## config.mk

```make
export PLATFORM = sky130hd
export DESIGN_NAME = branch_tag_allocator_flat
export DESIGN_NICKNAME = d
export VERILOG_FILES = /design/src/rtl/branch_tag_allocator_if.sv /design/src/rtl/branch_tag_allocator.sv /design/src/flat_wrapper.sv
export SDC_FILE = /design/constraint.sdc
export NUM_CORES = 1
export LEC_CHECK = 0
export ABC_AREA = 0
export ABC_CLOCK_PERIOD_IN_PS = 5200
export CAP_MARGIN = 20
export CORE_UTILIZATION = 41
export DETAILED_ROUTE_END_ITERATION = 8
export GPL_TIMING_DRIVEN = 0
export PLACE_DENSITY = 0.88
export SETUP_SLACK_MARGIN = 0.2
export SYNTH_ARGS = -nofsm -noshare
export SYNTH_HDL_FRONTEND = slang
export SYNTH_SLANG_ARGS = --single-unit
```

## constraint.sdc

```tcl
create_clock -name clock -period 5.2 [get_ports clock]
set_clock_uncertainty 0.2 [all_clocks]
set_input_delay 0.78 -clock clock [delete_from_list [all_inputs] [get_ports clock]]
set_output_delay 0.78 -clock clock [all_outputs]
set_load 0.01 [all_outputs]
```

## src/rtl/branch_tag_allocator_if.sv

```systemverilog
`default_nettype none
// ============================================================================
// Module      : branch_tag_allocator_if
// Description : Dispatch/resolve/allocation bundle for the branch tag
//               allocator.
//               The allocator side uses the "slave" modport. The dispatch,
//               CDB and checkpoint side uses the "master" modport.
// Signals     : dispatch_branch        - dispatching instr needs a checkpoint
//               resolve_valid          - a branch resolves this cycle
//               resolve_tag            - one-hot tag of the resolving branch
//               resolve_mispredict     - resolving branch mispredicted
//               resolve_dep_mask       - older-branch mask of that branch
//               alloc_grant            - tag allocated this cycle
//               alloc_tag              - one-hot allocated tag (0 if none)
//               checkpoint_write       - checkpoint array write enable
//               checkpoint_branch_mask - checkpoint array slot select
//               dispatch_dep_mask      - branches the dispatcher depends on
//               stall                  - dispatch_branch refused this cycle
//               full                   - every slot busy
//               inflight_count         - number of busy slots
//               illegal_resolve        - sticky protocol error flag
// Revision    : 1.0 - initial release
// ============================================================================
interface branch_tag_allocator_if #(
  parameter int BS_SIZE = 4
);
  localparam int CNT_W = $clog2(BS_SIZE + 1);

  logic               dispatch_branch;
  logic               resolve_valid;
  logic [BS_SIZE-1:0] resolve_tag;
  logic               resolve_mispredict;
  logic [BS_SIZE-1:0] resolve_dep_mask;

  logic               alloc_grant;
  logic [BS_SIZE-1:0] alloc_tag;
  logic               checkpoint_write;
  logic [BS_SIZE-1:0] checkpoint_branch_mask;
  logic [BS_SIZE-1:0] dispatch_dep_mask;
  logic               stall;
  logic               full;
  logic [CNT_W-1:0]   inflight_count;
  logic               illegal_resolve;

  // Allocator side
  modport slave (
    input  dispatch_branch,
    input  resolve_valid,
    input  resolve_tag,
    input  resolve_mispredict,
    input  resolve_dep_mask,
    output alloc_grant,
    output alloc_tag,
    output checkpoint_write,
    output checkpoint_branch_mask,
    output dispatch_dep_mask,
    output stall,
    output full,
    output inflight_count,
    output illegal_resolve
  );

  // Dispatch / CDB / checkpoint side
  modport master (
    output dispatch_branch,
    output resolve_valid,
    output resolve_tag,
    output resolve_mispredict,
    output resolve_dep_mask,
    input  alloc_grant,
    input  alloc_tag,
    input  checkpoint_write,
    input  checkpoint_branch_mask,
    input  dispatch_dep_mask,
    input  stall,
    input  full,
    input  inflight_count,
    input  illegal_resolve
  );
endinterface
`default_nettype wire

```

## src/rtl/branch_tag_allocator.sv

```systemverilog
`default_nettype none
// ============================================================================
// Module      : branch_tag_allocator
// Description : Allocates one-hot branch tags at dispatch. Tracks every
//               unresolved in-flight branch in a busy vector. Frees a tag on
//               correct resolution. On a mispredict, frees the mispredicted
//               branch and all younger branches.
// Ports       : clock - system clock
//               reset - synchronous reset, active-high
//               bus   - branch_tag_allocator_if.slave. It carries the dispatch
//                       request, the CDB resolve fields, the allocation and
//                       checkpoint outputs, and the status flags.
// Revision    : 1.0 - initial release
// ============================================================================
module branch_tag_allocator #(
  parameter int BS_SIZE = 4
) (
  input  wire logic              clock,
  input  wire logic              reset,
  branch_tag_allocator_if.slave  bus
);

  localparam int                 CNT_W = $clog2(BS_SIZE + 1);
  localparam logic [BS_SIZE-1:0] ONE   = {{(BS_SIZE-1){1'b0}}, 1'b1};

  // --------------------------------------------------------------------------
  // State
  // --------------------------------------------------------------------------
  logic [BS_SIZE-1:0] busy_q;
  logic [BS_SIZE-1:0] busy_d;
  logic [CNT_W-1:0]   count_q;
  logic [CNT_W-1:0]   count_d;
  logic               illegal_q;
  logic               illegal_d;

  // --------------------------------------------------------------------------
  // Combinational helpers
  // --------------------------------------------------------------------------
  logic               squash;
  logic               full;
  logic [BS_SIZE-1:0] free_mask;
  logic [BS_SIZE-1:0] lowest_free;
  logic               grant;
  logic [BS_SIZE-1:0] alloc_tag;
  logic [BS_SIZE-1:0] resolve_clr;
  logic               tag_onehot;
  logic               tag_not_busy;
  logic               dep_has_tag;
  logic               illegal_event;

  assign squash = bus.resolve_valid & bus.resolve_mispredict;
  assign full   = &busy_q;

  // Isolate the lowest set bit of the free mask. This is the lowest-index clear
  // busy bit. The search uses only the registered busy value, so a slot freed
  // this cycle cannot be handed out again until the next cycle.
  assign free_mask   = ~busy_q;
  assign lowest_free = free_mask & (~free_mask + ONE);

  // Reset gating keeps a grant from appearing during the reset cycle, when
  // busy_q still holds stale tags.
  assign grant     = bus.dispatch_branch & ~full & ~squash & ~reset;
  assign alloc_tag = grant ? lowest_free : '0;

  assign resolve_clr = bus.resolve_valid ? bus.resolve_tag : '0;

  // Protocol checks on the resolve fields
  assign tag_onehot    = (bus.resolve_tag != '0) &&
                         ((bus.resolve_tag & (bus.resolve_tag - ONE)) == '0);
  assign tag_not_busy  = (bus.resolve_tag & busy_q) == '0;
  assign dep_has_tag   = (bus.resolve_dep_mask & bus.resolve_tag) != '0;
  assign illegal_event = (bus.resolve_valid & (~tag_onehot | tag_not_busy)) |
                         (squash & dep_has_tag);

  // --------------------------------------------------------------------------
  // Next-state logic
  // --------------------------------------------------------------------------
  always_comb begin
    busy_d = busy_q;
    if (squash) begin
      // The dependence mask lists only branches older than the mispredicted
      // one. Keeping just those bits frees that branch and everything younger.
      busy_d = bus.resolve_dep_mask & busy_q;
    end else begin
      busy_d = (busy_q & ~resolve_clr) | alloc_tag;
    end
  end

  // Keep the counter consistent with busy by construction instead of
  // tracking increments and decrements separately.
  always_comb begin
    count_d = '0;
    for (int i = 0; i < BS_SIZE; i++) begin
      count_d = count_d + CNT_W'(busy_d[i]);
    end
  end

  assign illegal_d = illegal_q | illegal_event;

  // --------------------------------------------------------------------------
  // Registers
  // --------------------------------------------------------------------------
  always_ff @(posedge clock) begin
    if (reset) begin
      busy_q    <= '0;
      count_q   <= '0;
      illegal_q <= 1'b0;
    end else begin
      busy_q    <= busy_d;
      count_q   <= count_d;
      illegal_q <= illegal_d;
    end
  end

  // --------------------------------------------------------------------------
  // Outputs
  // --------------------------------------------------------------------------
  assign bus.alloc_grant            = grant;
  assign bus.alloc_tag              = alloc_tag;
  assign bus.checkpoint_write       = grant;
  assign bus.checkpoint_branch_mask = alloc_tag;
  assign bus.dispatch_dep_mask      = busy_q;
  assign bus.stall                  = bus.dispatch_branch & (full | squash);
  assign bus.full                   = full;
  assign bus.inflight_count         = count_q;
  assign bus.illegal_resolve        = illegal_q;

endmodule
`default_nettype wire

```

## src/flat_wrapper.sv

```systemverilog
// flat-port wrapper written by rule: the top's interface ports become plain ports
module branch_tag_allocator_flat 
#(
  parameter int BS_SIZE = 4
)
  (clock, reset, bus_dispatch_branch, bus_resolve_valid, bus_resolve_tag, bus_resolve_mispredict, bus_resolve_dep_mask, bus_alloc_grant, bus_alloc_tag, bus_checkpoint_write, bus_checkpoint_branch_mask, bus_dispatch_dep_mask, bus_stall, bus_full, bus_inflight_count, bus_illegal_resolve);
  branch_tag_allocator_if #(.BS_SIZE(BS_SIZE)) bus_i ();
  input  wire logic clock;
  input  wire logic reset;
  input wire logic [$bits(bus_i.dispatch_branch)-1:0] bus_dispatch_branch;
  input wire logic [$bits(bus_i.resolve_valid)-1:0] bus_resolve_valid;
  input wire logic [$bits(bus_i.resolve_tag)-1:0] bus_resolve_tag;
  input wire logic [$bits(bus_i.resolve_mispredict)-1:0] bus_resolve_mispredict;
  input wire logic [$bits(bus_i.resolve_dep_mask)-1:0] bus_resolve_dep_mask;
  output wire logic [$bits(bus_i.alloc_grant)-1:0] bus_alloc_grant;
  output wire logic [$bits(bus_i.alloc_tag)-1:0] bus_alloc_tag;
  output wire logic [$bits(bus_i.checkpoint_write)-1:0] bus_checkpoint_write;
  output wire logic [$bits(bus_i.checkpoint_branch_mask)-1:0] bus_checkpoint_branch_mask;
  output wire logic [$bits(bus_i.dispatch_dep_mask)-1:0] bus_dispatch_dep_mask;
  output wire logic [$bits(bus_i.stall)-1:0] bus_stall;
  output wire logic [$bits(bus_i.full)-1:0] bus_full;
  output wire logic [$bits(bus_i.inflight_count)-1:0] bus_inflight_count;
  output wire logic [$bits(bus_i.illegal_resolve)-1:0] bus_illegal_resolve;
  assign bus_i.dispatch_branch = bus_dispatch_branch;
  assign bus_i.resolve_valid = bus_resolve_valid;
  assign bus_i.resolve_tag = bus_resolve_tag;
  assign bus_i.resolve_mispredict = bus_resolve_mispredict;
  assign bus_i.resolve_dep_mask = bus_resolve_dep_mask;
  assign bus_alloc_grant = bus_i.alloc_grant;
  assign bus_alloc_tag = bus_i.alloc_tag;
  assign bus_checkpoint_write = bus_i.checkpoint_write;
  assign bus_checkpoint_branch_mask = bus_i.checkpoint_branch_mask;
  assign bus_dispatch_dep_mask = bus_i.dispatch_dep_mask;
  assign bus_stall = bus_i.stall;
  assign bus_full = bus_i.full;
  assign bus_inflight_count = bus_i.inflight_count;
  assign bus_illegal_resolve = bus_i.illegal_resolve;
  branch_tag_allocator #(.BS_SIZE(BS_SIZE)) u_core (.clock(clock), .reset(reset), .bus(bus_i));
endmodule
```

# Word-level counts from Yosys, hierarchy flattened
# Index checks and enable logic that the tools add are counted.
# classes
bitwise_logic	25
n_reduce_logical	6
add_sub_neg	5
mux	3
# op_table
op	count
4-bit AND	6
4-bit 2-to-1 mux	3
4-bit NOT	3
4-bit zero test	2
4-bit nonzero test	2
1-bit AND	7
3-bit by 1-bit adder with 3-bit output	2
4-bit by 1-bit adder with 4-bit output, second input constant	1
1-bit NOT	4
1-bit OR	4
4-bit OR	1
4-bit AND reduction	1
4-bit by 1-bit subtractor with 4-bit output, second input constant	1
1-bit by 1-bit adder with 2-bit output	1
1-bit logical AND	1
# totals
word_cells	42
register_bits	8
in_bits	13
out_inout_bits	20

# Depth between registers and ports, before layout
# Gate-level depths: netlist (run 1).
# depth
ltp_word	11
mapped_depth	11
mapped_depth_nobuf	10

# Worst setup path after synthesis (run 1)
# Ideal clock, no wire load.
# synth_path
path_kind	input to register
from	in reset
to	reg u_core.count_q[1], in the netlist u_core.bus.inflight_count[1]
setup_slack_ps	2377
n_path_buf	1
stages	11
arrival_time_ps	2507
t_required_ps	4885
setup_time_ps	115
cell_sequence	buf_4 nor2b_4 nand2_2 nor3b_2 o21a_1 ha_1 inv_1 fa_1 inv_1 ha_1 nor2b_1
# synth_between
elab_chain_len	8
# synth_lines
item	line_no	text
start, declared	flat_wrapper.sv:9	input wire logic reset;
1-bit NOT	branch_tag_allocator.sv:62	assign grant = bus.dispatch_branch & ~full & ~squash & ~reset;
1-bit AND	branch_tag_allocator.sv:62	
4-bit 2-to-1 mux	branch_tag_allocator.sv:63	assign alloc_tag = grant ? lowest_free : '0;
via bus_alloc_tag[1]	flat_wrapper.sv:16	output wire logic [$bits(bus_i.alloc_tag)-1:0] bus_alloc_tag;
4-bit OR	branch_tag_allocator.sv:85	busy_d = (busy_q & ~resolve_clr) | alloc_tag;
4-bit 2-to-1 mux	branch_tag_allocator.sv:80	if (squash) begin
via u_core.busy_d[1]	branch_tag_allocator.sv:30	logic [BS_SIZE-1:0] busy_d;
1-bit by 1-bit adder with 2-bit output	branch_tag_allocator.sv:94	count_d = count_d + CNT_W'(busy_d[i]);
3-bit by 1-bit adder with 3-bit output (2 in a row)	branch_tag_allocator.sv:94	
via u_core.count_d[1]	branch_tag_allocator.sv:32	logic [CNT_W-1:0] count_d;
end signal, assigned	branch_tag_allocator.sv:110	count_q <= count_d;
end, declared	branch_tag_allocator.sv:31	logic [CNT_W-1:0] count_q;
# The timed path passes the listed nets, and every way through them passes these cells.
# A chain may end at the register's enable or synchronous reset.

# Final worst setup path (run 1)
# layout_path
from	in bus_resolve_valid
to	out bus_checkpoint_branch_mask[3]
# layout_between
elab_chain_len	5
# layout_lines
item	line_no	text
start, declared	flat_wrapper.sv:11	input wire logic [$bits(bus_i.resolve_valid)-1:0] bus_resolve_valid;
1-bit AND	branch_tag_allocator.sv:51	assign squash = bus.resolve_valid & bus.resolve_mispredict;
1-bit NOT	branch_tag_allocator.sv:62	
1-bit AND (2 in a row)	branch_tag_allocator.sv:62	
4-bit 2-to-1 mux	branch_tag_allocator.sv:63	
end, declared	flat_wrapper.sv:18	output wire logic [$bits(bus_i.checkpoint_branch_mask)-1:0] bus_checkpoint_branch_mask;
# Every way passes these cells.

==> results of run 1 <==
-- cell type report --
class / instances / area (um2)
buffer: 8 / 55.05
clock buffer: 3 / 22.52
fill: 123 / 401.6
inverter: 6 / 22.52
multi-input combinational: 51 / 401.6
sequential: 8 / 160.2
tap: 15 / 18.77
timing repair buffer: 30 / 300.3
-- cell usage after synthesis (2+ instances only) --
library cell and instances:
dfxtp_1 8, buf_4 6, inv_1 6, nor2_1 6
a21oi_1 5, nand2_1 5, nor2b_1 4, a22oi_1 2
buf_2 2, ha_1 2, nand2_2 2, nand3b_1 2
nor2_2 2, nor4b_4 2
-- sequential cells by signal (all words and copies together), names as in the netlist --
name                          cells
u_core.bus.illegal_resolve        1
u_core.bus.dispatch_dep_mask      4
u_core.bus.inflight_count         3
-- layer usage --
| metal | up-vias | GRT usage | part of all wire |
|---|---|---|---|
| met5 | - | 0 | 0 |
| li1 | 316 | - | - |
| met1 | 288 | 0.2353 | 0.43 |
| met3 | 2 | 0.03478 | 0.052 |
| met2 | 18 | 0.3344 | 0.52 |
| met4 | 0 | 0.05806 | 0.0020 |
-- how the worst max path moves through the flow --
stage / depth (start not counted) / to / slack [ns]
finish: 6 / bus_checkpoint_branch_mask[3] / 1.60
detailed placement: 6 / bus_checkpoint_branch_mask[3] / 1.61
floorplan: 11 / u_core.bus.inflight_count[1] / 2.38
CTS: 6 / bus_checkpoint_branch_mask[3] / 1.59
global route: 6 / bus_checkpoint_branch_mask[3] / 1.50
global placement: 6 / bus_checkpoint_branch_mask[3] / 1.65
-- cells by family (layout without fill, tap and decap cells) --
group,count (synthesis),in the layout
AO/OA/AOI/OAI,20,20
buffers and inverters,14,47
AND/OR/NAND/NOR,28,28
flip-flops,8,8
adder cells (fa/ha/maj),3,3
-- power groups by stage --
stage               combinational, uW  sequential (uW)  clock (uW)
finish                           41.1             64.2        45.5
global placement                 40.5             65.4           0
global route                     44.6             64.4        50.4
detailed placement               41.0             65.4           0
CTS                              41.3             64.2        47.8
floorplan                        19.1             66.2           0
-- critical path, delay by kind of cell --
kind | cells | cell delay [ns]
buf+inv | 3 | 1.21
simple gates | 3 | 0.62
-- metrics by stage --
step                      setup slack [ns]  utilization
after global routing                 1.500       0.7095
final                                1.600       0.7095
after floorplan                      2.377            -
after global placement               1.647       0.6932
after detailed placement             1.612       0.6932
after CTS                            1.592       0.7095
==> metrics, run 1 <==
status=completed; Die Y=41.49 um; Finished Layout Cells=121; ant diodes=0; initial antenna violation count=0; Startpoint Class=primary input; clk root buf=clkbuf_4; vias in the first global route=610; min cycle time layout=3.600 ns; post-detail-place hpwl=1220 um; Hold WS=0.3208 ns; placed cells=118; Power Total=150.9 uW; Lkg Pwr=0.0004142 uW; DRT antenna net count=0; Final Setup Violations=0; CTS sink cnt=8; critical path launch point=bus_resolve_valid; CP endpoint kind=output pin; die area=1721 um2; post-synthesis adder-cell area fraction=0.07045; DRC viols=0; Clk pin slew, worst setup/hold paths=0.05 ns; Required @ worst endpoint=4.22 ns; flops & latches, synth=8; setup bufs post-CTS=0; Worst path max stage delay=0.55 ns; largest net degree at the start of global routing=11; sw frac=0.2568; post-synthesis xor/xnor area fraction=0; design area=980.9 um2; commonest non-fill, non-tap cell in the layout=clkdlybuf4s50_1; routed wire length per instance=12.48 um; share of power burned in registers=0.425; Post-Synth Simple-Gate Area=0.3307; critical path's most frequent cell=clkdlybuf4s50_1; hold_buf cts=0; Hold Fails Final Rpt=0; worst reg2reg startpoint=u_core.bus.dispatch_dep_mask[1]; largest family of logic cells by synthesized area=simple AND/OR/NAND/NOR gates; WS Path Type=in -> out; fin. max-slew vios=0; wirelength, routed=1510 um; PwrDens=153.8 nW/um2; Starting DRT DRC Count=16; detailed-router iteration count before antenna repair=4; worst hold start=u_core.bus.illegal_resolve; area delta synth->final=53.42%; Final Cycle Share=0.6923; setup_tns=0 ns; Core Box Area=1383 um2; GRT overflow=0; PostCTS Resize Cnt=0; Slowest cell on crit path=clkdlybuf4s50_1; CTS Buf Count=3; worst slew pin tran=0.3306 ns; compound-gate portion of the synthesized area=0.2270; EDFF count, synth=0; worst skew pair latency=0.25 ns; die width=41.49 um; asr flop ratio synth=0; Net Sw Power=38.74 uW; Post-Synthesis Cells=73; Buffers on Ports=30; area leader, netlist=dfxtp_1; routability cong.=0.7893; R2R Path End=u_core.bus.inflight_count[1]; Synth top area share=0.2505; warnings from Yosys=0; post-synthesis sequential area ratio=0.2505; Worst R2R Path Depth=10; worst-case clock buffer depth=2; most frequent cells in the layout=clkdlybuf4s50_1 (30), dfxtp_1 (8), nor2_1 (6), buf_4 (6), inv_1 (6); CP Cell Sequence=clkdlybuf4s50_1 -> nand2_2 -> nor4b_4 -> nor2b_1 -> buf_4 -> clkdlybuf4s50_1; Post-DP Area=958.4 um2; unrepaired setup endpoints after global routing=no; Worst EP arrival=2.62 ns; Rows=13; Via density=5.157; crit path max fanout=7; Max VDD drop=0.1819 mV; Slew HR=0.7793; Initial Util=0.4624; Vias=624; combinational power share=0.273; share of cells above drive strength 1=0.2170; synthesized area per cell=8.758 um2; mapped cell area=639.4 um2; largest cells by area after synthesis=dfxtp_1 (25%), nor4b_4 (7.4%), buf_4 (7.0%), a21oi_1 (3.9%), ha_1 (3.9%); CTS tree=done; Clock H-tree levels=1; hold path depth=2; All-Layer GR Usage=0.1912; Max Cap Violations=0; achievable clock frequency=277.8 MHz; worst hold path class=reg -> reg; Cell Int Power=112.1 uW; Syn Nets=89; Cell variety after synth=33; I/O Pins=33; Min-Delay Endpoint=u_core.bus.illegal_resolve; Reg2Reg Setup Slack=2.74 ns; Clock power frac=0.302; first-pass GRT wire length=2601 um; mux share of post-synthesis cell area=0; Most used DFF post-synth=dfxtp_1; Final nets=124
Power figures use the tool's default switching activity.
==> run 2, diff against run 1 <==
--- a/config.mk
+++ b/config.mk
@@ -6,12 +6,12 @@
 export NUM_CORES = 1
 export LEC_CHECK = 0
 export ABC_AREA = 0
-export ABC_CLOCK_PERIOD_IN_PS = 5200
+export ABC_CLOCK_PERIOD_IN_PS = 3100
 export CAP_MARGIN = 20
-export CORE_UTILIZATION = 41
+export CORE_UTILIZATION = 34
 export DETAILED_ROUTE_END_ITERATION = 8
 export GPL_TIMING_DRIVEN = 0
-export PLACE_DENSITY = 0.88
+export PLACE_DENSITY = 0.78
 export SETUP_SLACK_MARGIN = 0.2
 export SYNTH_ARGS = -nofsm -noshare
 export SYNTH_HDL_FRONTEND = slang
==> constraint.sdc (replaced) <==
create_clock -name clock -period 3.1 [get_ports clock]
set_clock_uncertainty 0.2 [all_clocks]
set_input_delay 0.465 -clock clock [delete_from_list [all_inputs] [get_ports clock]]
set_output_delay 0.465 -clock clock [all_outputs]
set_load 0.01 [all_outputs]
==> run 2 against run 1 <==
  * Clock power up 74%
  * Final cell count increased by 8.3%
  * Worst hold slack worse by 0.051 ns
  * Critical path type is now reg -> out
  * Critical endpoint unchanged
  * Largest power group unchanged
==> metrics, run 2 (synthesized netlist as in run 1, its figures left out) <==
PwrDens=256.5 nW/um2 (was 153.8 nW/um2); Core Box Area=1745 um2 (was 1383 um2); fillcell total=161 (was 123); routed wire length per instance=12.49 um (was 12.48 um); Die Y=45.37 um (was 41.49 um); Worst path max stage delay=0.54 ns (was 0.55 ns); Hold Fails Final Rpt=0 (unchanged); Post-DP Area=970.9 um2 (was 958.4 um2); Buffers on Ports=30 (unchanged); Final Setup Violations=0 (unchanged); worst slew pin tran=0.3740 ns (was 0.3306 ns); All-Layer GR Usage=0.1676 (was 0.1912); Initial Util=0.3663 (was 0.4624); Max Cap Violations=0 (unchanged); Hold WS=0.2699 ns (was 0.3208 ns); Via density=4.664 (was 5.157); design area=1001 um2 (was 980.9 um2); worst skew pair latency=0.25 ns (about the same); CTS sink cnt=8 (unchanged); commonest non-fill, non-tap cell in the layout=clkdlybuf4s50_1 (unchanged); WS Path Type=reg -> out (was in -> out); fin. max-slew vios=0 (unchanged); wirelength, routed=1636 um (was 1510 um); I/O Pins=33 (unchanged); Final Cycle Share=0.8822; Startpoint Class=flip-flop (was primary input); first-pass GRT wire length=2435 um (was 2601 um); unrepaired setup endpoints after global routing=no (unchanged); max reg flops=4 (unchanged); Starting DRT DRC Count=10 (was 16); largest net degree at the start of global routing=11 (unchanged); min cycle time layout=2.735 ns; Power Total=256.7 uW (was 150.9 uW); share of cells above drive strength 1=0.2170 (unchanged); setup bufs post-CTS=0 (unchanged); area delta synth->final=56.56% (was 53.42%); CP Cell Sequence=nand2_4 -> nor4b_4 -> nor2b_1 -> buf_4 -> clkdlybuf4s50_1 (was clkdlybuf4s50_1 -> nand2_2 -> nor4b_4 -> nor2b_1 -> buf_4 -> clkdlybuf4s50_1); ant diodes=0 (unchanged); most frequent cells in the layout=clkdlybuf4s50_1 (28), dfxtp_1 (8), nor2_1 (6), buf_4 (6), inv_1 (6) (was clkdlybuf4s50_1 (30), dfxtp_1 (8), nor2_1 (6), buf_4 (6), inv_1 (6)); setup_tns=0 ns (unchanged); die width=45.37 um (was 41.49 um); CP endpoint kind=output pin (unchanged); Final nets=124 (unchanged); achievable clock frequency=365.7 MHz; die area=2058 um2 (was 1721 um2); fin worst setup slack=0.3652 ns (was 1.600 ns); worst hold path class=in -> reg (was reg -> reg); detailed-router iteration count before antenna repair=4 (unchanged); Rows=15 (was 13); hold_buf cts=0 (unchanged); Slowest cell on crit path=dfxtp_1 (was clkdlybuf4s50_1); GRT overflow=0 (unchanged); crit path max fanout=8 (was 7); dpl ws=0.05290 ns (was 1.612 ns); worst-case clock buffer depth=2 (unchanged); Crit path buffers/inverters=2 (was 3); Slew HR=0.7503 (was 0.7793); Worst EP arrival=2.07 ns (was 2.62 ns); Required @ worst endpoint=2.43 ns (was 4.22 ns); CP delay by family, top=buffers and inverters (unchanged); CTS tree=done (unchanged); Lkg Pwr=0.0004248 uW (was 0.0004142 uW); Clock H-tree levels=1 (unchanged); Vias=611 (was 624); post-detail-place hpwl=1273 um (was 1220 um); Clk pin slew, worst setup/hold paths=0.05 ns (about the same); vias in the first global route=516 (was 610); CTS Buf Count=3 (unchanged); status=completed (unchanged); clk root buf=clkbuf_4 (unchanged); routability cong.=0.7133 (was 0.7893); DRC viols=0 (unchanged); initial antenna violation count=0 (unchanged); DRT antenna net count=0 (unchanged); Max VDD drop=0.1398 mV (was 0.1819 mV)
run 2: cell types whose count changed in the layout (fill, tap and decap cells not counted):
cell / delta
nor3b_4: +1
dlymetal6s2s_1: +1
dlygate4sd2_1: +1
clkdlybuf4s50_1: -2
nor3b_2: -1
run 2: worst register-to-register path, stage by stage (launching register included):
cell      delay (ns)
dfxtp_1         0.54
inv_1           0.08
a311oi_1        0.23
o21ai_1         0.11
o21a_1          0.12
ha_1            0.26
inv_1           0.05
fa_1            0.38
inv_1           0.06
ha_1            0.21
nor2b_1         0.13
run 2: repair_timing:
action / CTS / global route
setup endpoints to repair: 2 / 3
gates resized for setup: 2 / 1
hold endpoints to repair: 0 / 0
run 2: path summary, 6_finish.rpt:
check	slack, ns	depth (start not counted)	from	to
worst max-delay path	0.37	5	u_core.bus.dispatch_dep_mask[1]	bus_checkpoint_branch_mask[3]
worst min-delay path	0.27	2	reset	u_core.bus.dispatch_dep_mask[3]
worst max register to register	0.61	10	u_core.bus.dispatch_dep_mask[1]	u_core.bus.inflight_count[1]
worst min register to register	0.33	2	u_core.bus.illegal_resolve	u_core.bus.illegal_resolve
run 2: through the flow:
stage / cells / util
floorplan: 73 / -
global placement: 128 / 0.5563
detailed placement: 128 / 0.5563
CTS: 131 / 0.5720
global route: 131 / 0.5735
finish: 131 / 0.5735
run 2: layer usage:
layer  wire (um)  GRT usage  part of all wire
met5           0          0                 0
met4           0    0.07273                 0
met3         114    0.04000             0.070
met2         767     0.2725              0.47
met1         754     0.2098              0.46
run 2: power by group:
| group | switching (uW) | total (uW) | internal (uW) |
|---|---|---|---|
| Sequential | 1.90 | 108 | 106 |
| Clock | 34.8 | 79.1 | 44.3 |
| Combinational | 32.1 | 69.9 | 37.8 |
run 2: final cells by class:
cell class / instances / area (um2) / share of cell area
inverter: 6 / 22.52 / 0.02250
multi-input combinational: 51 / 407.9 / 0.4075
tap: 25 / 31.28 / 0.03125
sequential: 8 / 160.2 / 0.1600
buffer: 8 / 55.05 / 0.05500
clock buffer: 3 / 22.52 / 0.02250
timing repair buffer: 30 / 301.5 / 0.3012
==> run 3, diff against run 2 <==
--- a/config.mk
+++ b/config.mk
@@ -8,6 +8,7 @@
 export ABC_AREA = 0
 export ABC_CLOCK_PERIOD_IN_PS = 3100
 export CAP_MARGIN = 20
+export CORE_MARGIN = 2
 export CORE_UTILIZATION = 34
 export DETAILED_ROUTE_END_ITERATION = 8
 export GPL_TIMING_DRIVEN = 0
==> run 3 against run 2 <==
  * First-iteration DRC count stayed put
  * Worst setup slack got worse by 0.0047 ns
  * Critical endpoint is now u_core.bus.inflight_count[1]
  * Final cell count did not move
  * Sequential share of layout area barely moved
  * Global-route usage down 0.60 points
  * Clock-buffer cell count is the same
==> metrics, run 3 (synthesized netlist as in run 1, its figures left out) <==
DRC viols=0 (unchanged); fin. max-slew vios=0 (unchanged); routability cong.=0.7733 (was 0.7133); Startpoint Class=primary input (was flip-flop); CP endpoint kind=flip-flop (was output pin); worst-case clock buffer depth=2 (unchanged); All-Layer GR Usage=0.1616 (was 0.1676); wirelength, routed=1564 um (was 1636 um); CTS tree=done (unchanged); Final Cycle Share=0.8837 (was 0.8822); die width=47.37 um (was 45.37 um); routing usage on met1=0.1972 (was 0.2098); share of cells above drive strength 1=0.2264 (was 0.2170); achievable clock frequency=365.0 MHz (was 365.7 MHz); unrepaired setup endpoints after global routing=yes (was no); I/O Pins=33 (unchanged); GRT overflow=0 (unchanged); Hold Fails Final Rpt=0 (unchanged); worst slew pin tran=0.3678 ns (was 0.3740 ns); most frequent cells in the layout=clkdlybuf4s50_1 (28), dfxtp_1 (8), nor2_1 (6), buf_4 (6), inv_1 (6) (unchanged); initial antenna violation count=0 (unchanged); Required @ worst endpoint=3.04 ns (was 2.43 ns); Hold WS=0.2497 ns (was 0.2699 ns); worst reg2reg startpoint=u_core.bus.dispatch_dep_mask[1] (unchanged); grt peak-use layer=met2 (unchanged); min cycle time layout=2.740 ns (was 2.735 ns); worst hold start=reset (unchanged); Max Cap Violations=0 (unchanged); max reg flops=4 (unchanged); DRT antenna net count=0 (unchanged); Die Y=47.37 um (was 45.37 um); Slew HR=0.7545 (was 0.7503); crit path max fanout=5 (was 8); die area=2243 um2 (was 2058 um2); Worst EP arrival=2.68 ns (was 2.07 ns); WS Path Type=in -> reg (was reg -> out); clk root buf=clkbuf_4 (unchanged); area delta synth->final=56.95% (was 56.56%); Post-DP Area=970.9 um2 (unchanged); Final Util=0.5749 (was 0.5735); CTS Buf Count=3 (unchanged); Rows=15 (unchanged); M2 GR Usage=0.2595 (was 0.2725); design area=1003 um2 (was 1001 um2); CTS sink cnt=8 (unchanged); Final nets=124 (unchanged); M3 GR Usage=0.01923 (was 0.04000); Max VDD drop=0.2085 mV (was 0.1398 mV); setup_tns=0 ns (unchanged); detailed-router iteration count before antenna repair=3 (was 4); Lkg Pwr=0.0004247 uW (was 0.0004248 uW); Vias=634 (was 611); commonest non-fill, non-tap cell in the layout=clkdlybuf4s50_1 (unchanged); Starting DRT DRC Count=10 (unchanged); Power Total=258.9 uW (was 256.7 uW); routed wire length per instance=11.94 um (was 12.49 um); setup bufs post-CTS=0 (unchanged); Clock H-tree levels=1 (unchanged); Buffers on Ports=30 (unchanged); PwrDens=258.0 nW/um2 (was 256.5 nW/um2); Initial Util=0.3663 (unchanged); worst skew pair latency=0.26 ns (was 0.25 ns); Via density=4.840 (was 4.664); post-detail-place hpwl=1264 um (was 1273 um); largest net degree at the start of global routing=11 (unchanged); first-pass GRT wire length=2532 um (was 2435 um); hold_buf cts=0 (unchanged); critical path launch point=bus_resolve_tag[1] (was u_core.bus.dispatch_dep_mask[1]); ant diodes=0 (unchanged); Clk pin slew, worst setup/hold paths=0.06 ns (was 0.05 ns); status=completed (unchanged); Core Box Area=1745 um2 (unchanged); vias in the first global route=625 (was 516); Final Setup Violations=0 (unchanged); worst hold path class=in -> reg (unchanged)
run 3: cell counts in the layout (fill, tap and decap cells not counted):
No cell type changed its count.
run 3: area by class of cell:
cell class              instances  area, um2
clock buffers                   3      22.52
inverters                       6      22.52
multi-input cells              51      410.4
fillers                       168      742.0
repair buffers                 30      301.5
well taps                      25      31.28
flip-flops and latches          8      160.2
plain buffers                   8      55.05
run 3: path summary, 6_finish.rpt:
kind,to,slack (ns),cells after the start
hold / removal,u_core.bus.dispatch_dep_mask[3],0.25,2
setup / recovery,u_core.bus.inflight_count[1],0.36,11
hold reg to reg,u_core.bus.illegal_resolve,0.33,2
setup reg to reg,u_core.bus.inflight_count[1],0.60,10
run 3: where the power goes:
part	switching (uW)	total, uW	internal, uW
registers	1.66	108	106
clock network	37.9	82.4	44.5
logic	31.3	69.0	37.8
total	70.8	259	188
run 3: stage by stage:
step	worst slack [ns]	std cells
3_3_place_gp	0.1020	128
3_5_place_dp	0.04611	128
2_1_floorplan	0.5921	73
6_report	0.3605	131
5_1_grt	0.1959	131
4_1_cts	0.2083	131
run 3: timing repair:
item                                    CTS  global route
hold endpoints to repair                  0             0
resized for setup                         2             2
endpoints found under the setup margin    2             4
pin swaps                                 1             1
run 3: routing by layer:
metal / vias up / share of wire
met2: 21 / 0.45
li1: 318 / -
met1: 289 / 0.47
met3: 6 / 0.047
met4: 0 / 0.027
met5: - / 0
run 3: critical path, stage by stage:
cell and delay, ns:
clkdlybuf4s50_1 0.55, inv_1 0.06, a311oi_1 0.27, o21ai_1 0.12, o21a_1 0.13, ha_1 0.26
inv_1 0.05, fa_1 0.38, inv_1 0.07, ha_1 0.21, nor2b_1 0.13
